$ cat src/rtl/router_pkg.sv
// Shared definitions for the router packet datapath.
// Check-mode selectors, CRC-8 polynomial, and a width helper
// used to size the destination-channel field.
package router_pkg;

  localparam int CHK_XOR  = 0;
  localparam int CHK_CRC8 = 1;

  localparam logic [7:0] CRC8_POLY = 8'h07;

  // Address width for n channels; never less than one bit.
  function automatic int clog2_min1(input int n);
    return (n <= 2) ? 1 : $clog2(n);
  endfunction

endpackage

$ cat src/rtl/router_chk_unit.sv
// One-symbol check step: XOR parity or MSB-first CRC-8.
// Purely combinational, zero latency.
// No flow control; the caller decides when to register chk_next.
module router_chk_unit
  import router_pkg::*;
#(
  parameter int CHK_MODE = CHK_XOR,
  parameter int DW       = 8
) (
  input  logic [DW-1:0] chk_cur,
  input  logic [DW-1:0] sym,
  output logic [DW-1:0] chk_next
);

  if (CHK_MODE == CHK_CRC8 && DW != 8) begin : g_bad_width
    $error("router_chk_unit: CRC-8 mode requires DW == 8");
  end else if (CHK_MODE == CHK_CRC8) begin : g_crc8
    localparam logic [DW-1:0] POLY = DW'(CRC8_POLY);
    logic [DW-1:0] crc;

    // Fold the symbol into the register, then shift it through bit by bit.
    always_comb begin
      crc = chk_cur ^ sym;
      for (int i = 0; i < DW; i++) begin
        crc = crc[DW-1] ? ((crc << 1) ^ POLY) : (crc << 1);
      end
      chk_next = crc;
    end
  end else begin : g_xor
    assign chk_next = chk_cur ^ sym;
  end

endmodule

$ cat src/rtl/router_pkt_register.sv
// Packet register stage: latches header, feeds payload to the channel FIFOs,
// parks one symbol while the FIFO is full, and checks parity/CRC and length.
// All outputs registered one cycle after the FSM strobe; hdr_ok is combinational.
module router_pkt_register
  import router_pkg::*;
#(
  parameter int DW       = 8,
  parameter int NCH      = 3,
  parameter int CHK_MODE = CHK_XOR,
  parameter int ERRCNT_W = 8,
  localparam int AW      = clog2_min1(NCH)
) (
  input  logic                clk,
  input  logic                resetn,
  input  logic                pkt_valid,
  input  logic [DW-1:0]       data_in,
  input  logic                fifo_full,
  input  logic                detect_addr,
  input  logic                lfd_state,
  input  logic                ld_state,
  input  logic                laf_state,
  input  logic                full_state,
  input  logic                rst_int_reg,
  input  logic                cnt_clr,
  output logic [DW-1:0]       data_out,
  output logic [AW-1:0]       dest_ch,
  output logic                hdr_ok,
  output logic                parity_done,
  output logic                low_pkt_valid,
  output logic                err,
  output logic                len_err,
  output logic [ERRCNT_W-1:0] err_cnt
);

  localparam int LW = DW - AW;
  localparam logic [AW:0] NCH_LIM = (AW + 1)'(NCH);

  logic [DW-1:0] header;
  logic [DW-1:0] hold;
  logic          hold_par;
  logic [DW-1:0] chk;
  logic [DW-1:0] chk_next;
  logic [DW-1:0] chk_sym;
  logic [DW-1:0] packet_parity;
  logic [LW-1:0] pay_cnt;
  logic [LW-1:0] exp_len;

  // full_state freezes the stage, so every strobe is qualified by it.
  logic live, s_det, s_lfd, s_ld, s_laf;
  logic fold_ld, fold_laf, fold_en, cnt_en;
  logic cap_ld, cap_laf;
  logic chk_bad, len_bad, cnt_inc;

  assign hdr_ok   = ({1'b0, data_in[AW-1:0]} < NCH_LIM);

  assign live     = !full_state;
  assign s_det    = live && detect_addr;
  assign s_lfd    = live && lfd_state;
  assign s_ld     = live && ld_state;
  assign s_laf    = live && laf_state;

  assign fold_ld  = s_ld && pkt_valid && !fifo_full;
  assign fold_laf = s_laf && !hold_par && !parity_done;
  assign cnt_en   = fold_ld || fold_laf;
  assign fold_en  = s_lfd || cnt_en;

  assign cap_ld   = s_ld && !pkt_valid && !fifo_full;
  assign cap_laf  = s_laf && hold_par && !parity_done;

  assign chk_bad  = (chk != packet_parity);
  assign len_bad  = (pay_cnt != exp_len);
  // Count once per bad packet: only on the cycle before err/len_err rise.
  assign cnt_inc  = live && !s_det && parity_done && (chk_bad || len_bad)
                    && !err && !len_err;

  // Pick which symbol is folded into the check this cycle.
  always_comb begin
    chk_sym = data_in;
    if (s_lfd)         chk_sym = header;
    else if (fold_laf) chk_sym = hold;
  end

  router_chk_unit #(
    .CHK_MODE (CHK_MODE),
    .DW       (DW)
  ) u_chk (
    .chk_cur  (chk),
    .sym      (chk_sym),
    .chk_next (chk_next)
  );

  // Latch header, destination and expected length on a valid address byte.
  always_ff @(posedge clk) begin
    if (!resetn) begin
      header  <= '0;
      dest_ch <= '0;
      exp_len <= '0;
    end else if (s_det && pkt_valid && hdr_ok) begin
      header  <= data_in;
      dest_ch <= data_in[AW-1:0];
      exp_len <= data_in[DW-1:AW];
    end
  end

  // Symbol presented to the FIFO: header, live payload, or the parked byte.
  always_ff @(posedge clk) begin
    if (!resetn) begin
      data_out <= '0;
    end else if (s_lfd) begin
      data_out <= header;
    end else if (s_ld && !fifo_full) begin
      data_out <= data_in;
    end else if (s_laf) begin
      data_out <= hold;
    end
  end

  // Park the symbol that arrived while the FIFO was full; remember if it was the check byte.
  always_ff @(posedge clk) begin
    if (!resetn) begin
      hold     <= '0;
      hold_par <= 1'b0;
    end else if (s_ld && fifo_full) begin
      hold     <= data_in;
      hold_par <= !pkt_valid;
    end
  end

  // Running check and saturating payload count.
  always_ff @(posedge clk) begin
    if (!resetn) begin
      chk     <= '0;
      pay_cnt <= '0;
    end else if (s_det) begin
      chk     <= '0;
      pay_cnt <= '0;
    end else if (fold_en) begin
      chk <= chk_next;
      if (cnt_en && pay_cnt != '1) pay_cnt <= pay_cnt + LW'(1);
    end
  end

  // Capture the trailing check byte, either live or from the hold register.
  always_ff @(posedge clk) begin
    if (!resetn) begin
      packet_parity <= '0;
      parity_done   <= 1'b0;
    end else if (s_det) begin
      packet_parity <= '0;
      parity_done   <= 1'b0;
    end else if (cap_ld) begin
      packet_parity <= data_in;
      parity_done   <= 1'b1;
    end else if (cap_laf) begin
      packet_parity <= hold;
      parity_done   <= 1'b1;
    end
  end

  // Sticky flag for pkt_valid dropping during load; FSM clears it explicitly.
  always_ff @(posedge clk) begin
    if (!resetn || rst_int_reg) begin
      low_pkt_valid <= 1'b0;
    end else if (s_ld && !pkt_valid) begin
      low_pkt_valid <= 1'b1;
    end
  end

  // Error flags are re-evaluated every cycle once the check byte is in.
  always_ff @(posedge clk) begin
    if (!resetn) begin
      err     <= 1'b0;
      len_err <= 1'b0;
    end else if (live) begin
      if (!s_det && parity_done) begin
        err     <= chk_bad;
        len_err <= len_bad;
      end else begin
        err     <= 1'b0;
        len_err <= 1'b0;
      end
    end
  end

  // Saturating bad-packet counter; clear beats increment.
  always_ff @(posedge clk) begin
    if (!resetn || cnt_clr) begin
      err_cnt <= '0;
    end else if (cnt_inc && err_cnt != '1) begin
      err_cnt <= err_cnt + ERRCNT_W'(1);
    end
  end

endmodule

$ cat config.mk
export PLATFORM = sky130hd
export DESIGN_NAME = router_pkt_register
export DESIGN_NICKNAME = d
export VERILOG_FILES = /design/src/rtl/router_pkg.sv /design/src/rtl/router_chk_unit.sv /design/src/rtl/router_pkt_register.sv
export SDC_FILE = /design/constraint.sdc
export NUM_CORES = 1
export LEC_CHECK = 0
export ABC_AREA = 1
export CORE_MARGIN = 3
export CORE_UTILIZATION = 30
export CTS_BUF_LIST = sky130_fd_sc_hd__clkbuf_16
export DETAILED_ROUTE_END_ITERATION = 16
export PLACE_DENSITY = 0.56
export REMOVE_ABC_BUFFERS = 1
export SYNTH_ARGS = -nofsm -noshare
export SYNTH_HDL_FRONTEND = slang
export SYNTH_SLANG_ARGS = --single-unit
$ cat constraint.sdc
create_clock -name clk -period 1.55 [get_ports clk]
set_clock_uncertainty 0.05 [all_clocks]
set_input_delay 0.465 -clock clk [delete_from_list [all_inputs] [get_ports clk]]
set_output_delay 0.465 -clock clk [all_outputs]
set_load 0.05 [all_outputs]
Yosys cells after proc, flatten, opt, wreduce, memory -nomap -nowiden --
Cells that the tools add are included.
Cells by class: multiplexer cells 11, $lt $le $gt $ge 1, eq/ne operators 4, reductions and logical operators 42, $add $sub $neg 2, bitwise logic cells 2
Operators by type and width (number):
- 8-bit 2-to-1 mux | 7
- 1-bit logical AND | 24
- 1-bit logical NOT | 9
- 8-bit by 1-bit adder with 8-bit output (second input constant) | 1
- 8-bit inequality test | 1
- 8-bit inequality test (second input constant) | 1
- 8-bit XOR | 1
- 6-bit by 1-bit adder with 6-bit output (second input constant) | 1
- 6-bit inequality test | 1
- 6-bit inequality test (second input constant) | 1
- 1-bit logical OR | 5
- 1-bit 2-to-1 mux | 4
- 3-bit nonzero test | 1
- 2-bit < comparator (second input constant) | 1
- 2-bit AND reduction | 1
- 2-bit nonzero test | 1
- 2-bit OR reduction | 1
- 1-bit inverter | 1
Word-level totals: flip-flop bits (word level) 67, word-level logic and storage cells 76, output and inout bits 23, input bits 19

Longest topological paths before layout --
depth after elaboration 9, gate-level depth with buffers 12, gate-level depth less buffers 12

Hierarchy --
Synthesis repeated with hierarchy kept, for this count alone.
Unflattened totals: cells, all modules 507, area, all modules 3243.1 sq um
By module, submodules not included:
- router_pkt_register | area an instance 3093.0 sq um, times used 1, cells an instance 467, sequential area each 1181.1 sq um
- router_chk_unit | area an instance 150.1 sq um, times used 1, cells an instance 40, sequential area each 0.0 sq um

Least setup slack after synthesis --
Ideal clock, no wire load.
path type register to register, from reg err_cnt[1], to reg err_cnt[5], path buffers 0, required time 1.390 ns, slack -0.253 ns, arrival time 1.643 ns, setup time 0.110 ns, clock period less this slack 1.803 ns, cell stages (with the launch flop) 13, cells stage by stage dfxtp_1 ha_1 nand2_1 inv_1 nand2_1 inv_1 nand3_1 nand2_1 inv_1 nand3_1 nand2_1 inv_1 nor2_1
On the way: cells in the longest elaborated chain, start to end 2, elaborated cells between the ends (all ways) 3, those cells by class add/sub (1); eq/ne (1); reduce/logical (1)
RTL lines:
- start, declared | RTL line router_pkt_register.sv:32 | output logic [ERRCNT_W-1:0] err_cnt
- start signal, assigned | RTL line router_pkt_register.sv:190 | err_cnt <= err_cnt + ERRCNT_W'(1);
- parallel branches: the longest is 2 deep, another holds 8-bit by 1-bit adder with 8-bit output
Several ways; the timed one is not identified. A chain may end at the register's enable or synchronous reset.

Final worst setup path --
from reg parity_done, to out parity_done
RTL lines:
- start, declared | RTL line router_pkt_register.sv:28 | output logic parity_done,
- start signal, assigned | RTL line router_pkt_register.sv:147 | parity_done <= 1'b0;
- start signal, assigned | RTL line router_pkt_register.sv:150 | parity_done <= 1'b0;
- start signal, assigned | RTL line router_pkt_register.sv:153 | parity_done <= 1'b1;
No word-level cell between the ends.

==> metrics.txt <==
commonest non-fill, non-tap cell in the layout=nand2_1; maxcap violations=0; worst slew pin tran=314 ps; Hold Crit Class=reg2reg; main area contributors after synthesis=dfxtp_1 38%, nand2_1 12%, inv_1 9.8%; Clock transition at path regs=50 ps; Post-synth top flop=dfxtp_1; vias=about 3.4k; CORE AREA=10000 µm²; Congestion Overflow GR=0; Vias/cell=4.77; Final period util=0.960; combinational share of power=0.195; Int Pwr=3.01 mW; Root Driver=clkbuf_16; ANT nets after route=0; post-layout min period=1490 ps; final hold violations=0; Wirelength per Cell=13.6 µm; sw frac=0.294; IO Port Bufs=41; chip width=around 110 µm; syn avg cell area=6.63 µm²; area of the multi-input gates=1730 µm²; WP depth=2; dpl cell area=4380 µm²; hold path start=hold[5]; Max Root-Sink Buffers=2; area share of the largest cell type after synthesis=0.376; ys async rst share=0; Mapped Cells=474; pwr dens=867 nW/µm²; delay-heaviest family, CP=flip-flops; Final HPWL DP=6960 µm; CP arrival=roughly 970 ps; hold path cells=2; fin area=roughly 5000 µm²; drt drc=0; CTS Buf Count=9; critical-path cell list=buf_4 > buf_12; buffers and inverters on the worst path=2; total wire length=9810 µm; Ports=42; n_diodes=0; R2R Path End=err_cnt[2]; share of layout cells above drive strength 1=0.284; drt initial violations=224; Syn. warnings=0; fin. max-slew vios=0; CP Class=reg2out; Clock power frac=0.421; initial antenna violation count=0; largest net degree at the start of global routing=24; Die Y=108 µm; Max Fclk=roughly 670 MHz; crit-path max FO=3; maximum VDD drop=0.569 mV; Reg2Reg Launch Point=chk[0]; CTS tree=done; cell taking the most area after synthesis=dfxtp_1; FF+latch area=1190 µm²; commonest non-fill, non-tap cells in the layout=89 x nand2_1, 75 x inv_1, 58 x buf_4, 53 x dfxtp_1, 48 x nor2_1; CP max stage cell=dfxtp_2; crit-path max cell delay=370 ps; Worst Path Required=1030 ps; First-pass DRT Iterations=5; reg-to-reg slack, setup=110 ps; Post-synth EDFFs=0; sequential fraction of the synthesis area=0.376; Hold EP=hold[5]; Seq pwr share=0.385; Skew-Pair Late Insertion Delay=approximately 330 ps; Nets=605; headroom to the max-slew limit=0.790; clock net sink count=59; total track usage=0.173; final setup fails=0; NetSw=1.26 mW; Post-CTS Hold Buffers=0; Lkg Pwr=2.14 nW; crit path capture type=output port; starting density of the core=0.314; fin util=0.492; mapped cell area=3140 µm²; Area Overhead vs Synth=56.7%; die area=~12000 µm²; GPL Wtd Cong=0.905; run status=finished, final reports clean; #FFs+latches synth=59; RSZ-0062 raised after global routing=true; # fillers=986; Rows=36; post-synth cell types=34; first-pass GRT wire length=15900 µm; startpoint types=flip-flop; vias in the first global route=3297; H-Tree Depth=3; r2r worst-path depth=11
## what timing repair did
action | 4_1_cts | 5_1_grt
pin swaps | 11 | 15
resized for setup | 39 | 45
buffers inserted | 4 | 1
endpoints found under the setup margin | 55 | 40
cloned | 1 | 2
## final cells by class
cell class                      count  share of cell area
Sequential cell                    59               0.242
Inverter                           86              0.0668
Clock inverter                      7             0.00915
Clock buffer                        9              0.0457
Timing Repair Buffer              108               0.251
Tap cell                          133              0.0338
Multi-Input combinational cell    320               0.352
## logic make-up after synthesis
logic type | Yosys count | synth area share
AND/OR/NAND/NOR | 198 | 0.289
AO/OA/AOI/OAI | 119 | 0.202
buffers and inverters | 96 | 0.125
flip-flops | 59 | 0.376
adder cells (fa/ha/maj) | 2 | 0.00796
## metrics by stage
step           setup slack, ps  power (mW)  hold slack (ps)  std cells  setup TNS [ps]
5_1_grt                  -28.2        4.47              462        722           -43.4
4_1_cts                   4.99        4.23              432        720               0
3_5_place_dp              -628        2.39              424        699          -27470
2_1_floorplan             -253        2.01              403        464           -3170
3_3_place_gp              -580        2.39              430        699          -26770
6_report                  61.6        4.27              431        722               0
## registers in the layout, summed over array words and instances, names as in the netlist
register	flops
packet_parity	8
chk	8
data_out	8
hold_par	1
low_pkt_valid	1
len_err	1
err_cnt	8
header	7
parity_done	1
dest_ch	1
err	1
hold	8
pay_cnt	6
## tightest hold or removal path: stages, from the launching register on
cell     delay, ps
dfxtp_1        310
inv_1           70
a21oi_1         50
## worst max path at each step
stage	to	start	slack, ps
floorplan	err_cnt[5]	err_cnt[1]	-250
global placement	chk[6]	full_state	-580
detailed placement	chk[2]	full_state	-630
CTS	header[4]	detect_addr	5
global route	packet_parity[7]	full_state	-30
finish	parity_done	parity_done	60
## synthesized netlist by cell type, types with 2 or more instances
| library cell | instances |
|---|---|
| nand2_2 | 3 |
| nand3_4 | 2 |
| nand4_1 | 5 |
| nand3_1 | 17 |
| nand2_1 | 97 |
| o21ai_0 | 57 |
| nand2_4 | 3 |
| nor2_1 | 54 |
| ha_1 | 2 |
| a21oi_1 | 35 |
| o21ai_1 | 9 |
| buf_2 | 2 |
| inv_1 | 82 |
| and2_1 | 7 |
| nor2_4 | 2 |
| nor3_1 | 4 |
| dfxtp_1 | 59 |
| inv_2 | 3 |
| a31oi_1 | 11 |
| buf_6 | 3 |
| o22ai_1 | 2 |
| clkbuf_1 | 3 |
## layer usage
layer	vias up	track usage	wire length, µm
met3	13	0.0436	542
met1	1593	0.217	4410
met5	-	0	0
met2	97	0.294	4740
li1	1742	-	-
met4	0	0.0478	119
## power groups by stage
stage | clock (mW) | sequential, mW | combinational, mW
after CTS | 1.82 | 1.64 | 0.770
after floorplan | 0 | 1.73 | 0.285
after detailed placement | 0 | 1.67 | 0.724
final | 1.80 | 1.64 | 0.831
after global placement | 0 | 1.67 | 0.716
after global routing | 1.92 | 1.65 | 0.900
Power figures use the tool's default switching activity.
